### config.mk
export PLATFORM = sky130hd
export DESIGN_NAME = csa_div_seq
export DESIGN_NICKNAME = d
export VERILOG_FILES = /design/src/rtl/csa_div_seq_pkg.sv /design/src/rtl/csa_div_seq_row.sv /design/src/rtl/csa_div_seq.sv
export SDC_FILE = /design/constraint.sdc
export NUM_CORES = 1
export LEC_CHECK = 0
export ABC_CLOCK_PERIOD_IN_PS = 10000
export CORE_MARGIN = 5
export CORE_UTILIZATION = 51
export DETAILED_ROUTE_END_ITERATION = 6
export PLACE_DENSITY = 0.76
export SLEW_MARGIN = 20
export SYNTH_ARGS = -nofsm -noshare
export SYNTH_HDL_FRONTEND = slang
export SYNTH_SLANG_ARGS = --single-unit
### constraint.sdc
create_clock -name clk -period 10 [get_ports clk]
set_clock_uncertainty 0.1 [all_clocks]
set_input_delay 1.5 -clock clk [delete_from_list [all_inputs] [get_ports clk]]
set_output_delay 1.5 -clock clk [all_outputs]
set_load 0.01 [all_outputs]
### src/rtl/csa_div_seq_pkg.sv
`default_nettype none
// ============================================================================
//  Module   : csa_div_pkg
//  Purpose  : Shared types and width helpers for the sequential CSA divider.
//  Revision : 1.0  initial release
// ============================================================================
package csa_div_pkg;

  localparam int DEFAULT_WIDTH = 16;
  localparam int CNT_W         = $clog2(DEFAULT_WIDTH + 1);
  localparam int SIGN_IDX      = DEFAULT_WIDTH;

  // Divider sequencing states, fixed 2-bit encoding
  typedef enum logic [1:0] {
    IDLE = 2'd0,
    CALC = 2'd1,
    FIX  = 2'd2,
    DONE = 2'd3
  } state_t;

  // Counter width able to hold the value w (iterations run 0..w-1, then wrap check)
  function automatic int cnt_width(input int w);
    return $clog2(w + 1);
  endfunction

endpackage
`default_nettype wire

### src/rtl/csa_div_seq_row.sv
`default_nettype none
// ============================================================================
//  Module   : csa_row
//  Purpose  : One row of controlled subtract/add cells. ctrl=1 computes a-b,
//             ctrl=0 computes a+b, both modulo 2^N (b is XORed by ctrl and
//             ctrl is the carry-in of the ripple chain).
//  Revision : 1.0  initial release
// ============================================================================
module csa_row #(
  parameter int N = 17
) (
  input  logic [N-1:0] a,
  input  logic [N-1:0] b,
  input  logic         ctrl,
  output logic [N-1:0] o
);

  // carry[i] is the carry into cell i; carry out of the MSB cell is discarded
  logic [N-1:0] carry;
  logic [N-1:0] bx;

  assign carry[0] = ctrl;
  assign bx       = b ^ {N{ctrl}};

  for (genvar i = 0; i < N; i++) begin : g_cell
    assign o[i] = a[i] ^ bx[i] ^ carry[i];
    if (i < N - 1) begin : g_carry
      assign carry[i+1] = (a[i] & bx[i]) | (a[i] & carry[i]) | (bx[i] & carry[i]);
    end
  end

endmodule
`default_nettype wire

### src/rtl/csa_div_seq.sv
`default_nettype none
// ============================================================================
//  Module   : csa_div_seq
//  Purpose  : Sequential unsigned non-restoring divider. One csa_row is reused
//             for WIDTH iterations, then once more for remainder correction.
//             Valid/ready request and response ports.
//  Revision : 1.0  initial release
// ============================================================================
module csa_div_seq
  import csa_div_pkg::*;
#(
  parameter int WIDTH = DEFAULT_WIDTH
) (
  input  logic             clk,
  input  logic             rst,
  input  logic             in_valid,
  output logic             in_ready,
  input  logic [WIDTH-1:0] dividend,
  input  logic [WIDTH-1:0] divisor,
  output logic             out_valid,
  input  logic             out_ready,
  output logic [WIDTH-1:0] quotient,
  output logic [WIDTH-1:0] remainder,
  output logic             div_by_zero,
  output logic             busy
);

  localparam int CNT_BITS = cnt_width(WIDTH);
  localparam int SGN      = WIDTH;

  state_t              state;
  logic [WIDTH:0]      p_reg;   // signed partial remainder
  logic [WIDTH-1:0]    a_reg;   // dividend shifting out, quotient shifting in
  logic [WIDTH-1:0]    b_reg;   // divisor
  logic [CNT_BITS-1:0] cnt;

  logic [WIDTH:0] p_shift;
  logic [WIDTH:0] row_a;
  logic [WIDTH:0] row_b;
  logic [WIDTH:0] row_o;
  logic           row_ctrl;

  // Iteration operand: {P,A} shifted left by one; add/sub chosen by pre-shift sign.
  // In FIX the row only ever adds B back to the unshifted P.
  assign p_shift  = {p_reg[WIDTH-1:0], a_reg[WIDTH-1]};
  assign row_ctrl = (state == CALC) ? ~p_reg[SGN] : 1'b0;
  assign row_a    = (state == CALC) ? p_shift : p_reg;
  assign row_b    = {1'b0, b_reg};

  csa_row #(.N(WIDTH + 1)) u_row (
    .a    (row_a),
    .b    (row_b),
    .ctrl (row_ctrl),
    .o    (row_o)
  );

  // FSM, datapath registers and registered handshake/result outputs
  always_ff @(posedge clk) begin
    if (rst) begin
      state       <= IDLE;
      in_ready    <= 1'b1;
      out_valid   <= 1'b0;
      busy        <= 1'b0;
      quotient    <= '0;
      remainder   <= '0;
      div_by_zero <= 1'b0;
      cnt         <= '0;
      p_reg       <= '0;
      a_reg       <= '0;
      b_reg       <= '0;
    end else begin
      case (state)
        IDLE: begin
          if (in_valid) begin
            in_ready <= 1'b0;
            if (divisor == '0) begin
              quotient    <= '1;
              remainder   <= dividend;
              div_by_zero <= 1'b1;
              out_valid   <= 1'b1;
              state       <= DONE;
            end else begin
              p_reg <= '0;
              a_reg <= dividend;
              b_reg <= divisor;
              cnt   <= '0;
              busy  <= 1'b1;
              state <= CALC;
            end
          end
        end
        CALC: begin
          p_reg <= row_o;
          a_reg <= {a_reg[WIDTH-2:0], ~row_o[SGN]};
          cnt   <= cnt + CNT_BITS'(1);
          if (cnt == CNT_BITS'(WIDTH - 1)) begin
            state <= FIX;
          end
        end
        FIX: begin
          // Negative partial remainder gets B added back once
          if (p_reg[SGN]) begin
            p_reg <= row_o;
          end
          quotient    <= a_reg;
          remainder   <= p_reg[SGN] ? row_o[WIDTH-1:0] : p_reg[WIDTH-1:0];
          div_by_zero <= 1'b0;
          busy        <= 1'b0;
          out_valid   <= 1'b1;
          state       <= DONE;
        end
        DONE: begin
          if (out_ready) begin
            out_valid <= 1'b0;
            in_ready  <= 1'b1;
            state     <= IDLE;
          end
        end
        default: state <= IDLE;
      endcase
    end
  end

endmodule
`default_nettype wire

==> impl_metrics.yaml <==
synth:
  synthTopCellsByArea: "dfxtp_1 38%, mux2i_1 14%, fa_1 6.3%"
  synth_fa_ha_area_frac: 0.0783
  synth-edff-count: 0
  yosysSeqAreaShare: 0.384
  netlist_instances: 495
  synth_xor_xnor_area_share: 0.0342
  synth.distinct_cells: 50
  syn-num-nets: 552
  synth_area_mm2: 0.00479
  synth_top_cell_by_area: "dfxtp_1"
  synth_seq_cells: 92
  synth_mux_area_frac: 0.138
  yosys_warnings: 0
  synth-simple-area-share: 0.108
  synth-async-reset-ratio: 0
  synth_compound_area_frac: 0.205
  yosysTopAreaCellShare: 0.384
  synth-main-ff-cell: "dfxtp_1"
  synth_top_family_by_area: "compound AO/OA/AOI/OAI gates"
  avgSynthCellArea_um2: 9.69
clock_network:
  htreeDepth: 3
  clkLatencyLatePin_ns: 0.36
  path_clk_slew_ns: 0.09
  cts_buffers: 9
  cts_resized: 0
  cts_hold_buf: 0
  postCtsSetupBuffers: 0
  cts_tree: "built"
  cts_sinks: 92
  clockBufferDepth: 2
  ctsRootBufferMaster: "clkbuf_8"
grt:
  grt_pass1_vias: 3833
  grt_usage: 0.212
  overflow: 0
  grt_max_degree: 73
  grt_pass1_wl_um: 19600
  grt_antenna_before_repair: 0
power_and_ir_drop:
  finalPower_w: 0.00156
  powerDensity_mw_per_mm2: 271
  p_leak_nw: 1.94
  peakVddDrop_uv: 130
timing:
  relSlewSlack: 0.338
  final-max-slew-violation-count: 0
  tightest_slew_ns: 0.992
  period_minus_slack_ns: 8.88
  max_freq_mhz: 113
  fin_tns_setup_ns: 0
  rsz0062_at_grt: "false"
  period_share: 0.888
  hold_violations: 0
  setup_viol: 0
  setup_ws_ns: 1.12
final_layout:
  nets: 599
  stdcell_area_mm2: 0.00576
  largest_reg_flops: 17
  n_antenna_cell: 0
  fin_util: 0.626
  area_delta_synth_final_pct: 20.1
  drive_gt1_frac: 0.0914
die:
  die_area_mm2: 0.0114
  die_width_um: 107
  initial_utilization: 0.521
  fp.coreArea_mm2: 0.00920
  num_rows: 35
  die_h_um: 107
  num_io_pins: 72
critical_path:
  crit_path_start: "state[1]"
  reg2reg_from: "state[1]"
  cp.arrival_ns: 9.08
  critPathMaxFanout: 44
  critPathKind: "register to register"
  reg2reg_slack_ns: 1.12
  startpoint_type: "register"
  end_kind: "register"
  required_ns: 10.19
placed_design:
  hpwl_um: 8240
  place_congestion: 0.861
  portBuffers: 71
  place_area_mm2: 0.00555
  post-place-ws_ns: 1.16
job:
  maxCapViolations: 0
hold_path:
  hold_class: "register to register"
  hp-start: "remainder[0]"
drt:
  drt-initial-drc-count: 282
  vias: 3900
  routed_wl_um: 11900
  wl_per_cell_um: 18.1
  drtPass1Iterations: 4
  drt-vias-per-instance: 5.93
  route.detailed.drc: 0
  postRouteAntennaNets: 0
run_status:
  outcome: "finished, final reports clean"
[placed cells by master, fill, tap and decap left out, drive strengths merged, types with 2 or more instances in the layout]
cell type	Yosys	final
nand4	2	2
o221a	16	16
nand3	5	5
clkdlybuf4s50	0	70
nand2b	2	2
ha	6	6
fa	15	15
or4	4	4
nor4	5	5
o41ai	2	2
nor2	36	36
mux2i	66	66
o21ai	9	9
a211oi	31	31
a21oi	38	38
clkbuf	31	9
nand2	27	27
a41oi	2	2
a221oi	2	2
inv	17	21
nor2b	6	6
dfxtp	92	92
nor3	16	16
o32ai	20	20
buf	12	9
xnor2	15	15
o31ai	2	2
[cells in the mapped netlist, drive strengths merged (16+ instances only)]
| cell | instances |
|---|---|
| a21oi | 38 |
| a211oi | 31 |
| nor2 | 36 |
| inv | 17 |
| o32ai | 20 |
| mux2i | 66 |
| nand2 | 27 |
| o221a | 16 |
| nor3 | 16 |
| dfxtp | 92 |
| clkbuf | 31 |
[metrics by stage]
step                      hold slack, ns  instances
after floorplan                    0.349        495
after global placement             0.347        642
after detailed placement           0.357        642
after CTS                          0.370        658
after global routing               0.409        658
final                              0.370        658
[cell type report]
cell class	count	area [um^2]
Fill cell	764	3440
Multi-Input combinational cell	343	2750
Sequential cell	92	1840
Timing Repair Buffer	79	766
Tap cell	111	139
Clock buffer	9	124
Clock inverter	7	80.1
Inverter	17	63.8
[report_power, final]
group	switching, W	internal (W)
combinational	0.000390	0.000348
sequential	0.0000809	0.000476
clock	0.000145	0.000120
[cells by family (layout without fill, tap and decap cells)]
family                   Yosys count  count (layout)
multiplexers                      66              66
AO/OA/AOI/OAI                    130             130
AND/OR/NAND/NOR                  109             109
flip-flops                        92              92
adder cells (fa/ha/maj)           21              21
XOR/XNOR                          17              17
buffers and inverters             60             112
[critical path, stage by stage, from the launching register on]
cell	delay [ns]
dfxtp_1	0.35
inv_1	0.09
ha_2	0.21
buf_4	0.53
mux2i_1	0.18
fa_1	0.38
inv_1	0.09
fa_1	0.18
inv_1	0.06
fa_1	0.44
fa_1	0.46
fa_1	0.46
fa_1	0.46
fa_1	0.46
fa_1	0.46
fa_1	0.46
fa_1	0.46
fa_1	0.47
fa_1	0.47
fa_1	0.47
fa_1	0.46
fa_1	0.41
xor3_1	0.22
a211oi_1	0.26
o21ai_0	0.12
o21ai_0	0.10
[path summary, 6_finish.rpt]
kind / depth (start not counted) / to
setup / recovery: 25 / a_reg[0]
hold / removal: 2 / remainder[0]
hold reg to reg: 2 / remainder[0]
setup reg to reg: 25 / a_reg[0]
[per-layer routing]
metal / global-route usage / part of all wire
met2: 0.337 / 0.47
met4: 0.0530 / 0.0097
met1: 0.298 / 0.46
met5: 0 / 0
met3: 0.0409 / 0.061
No activity file was read; power rests on OpenSTA's default activity.
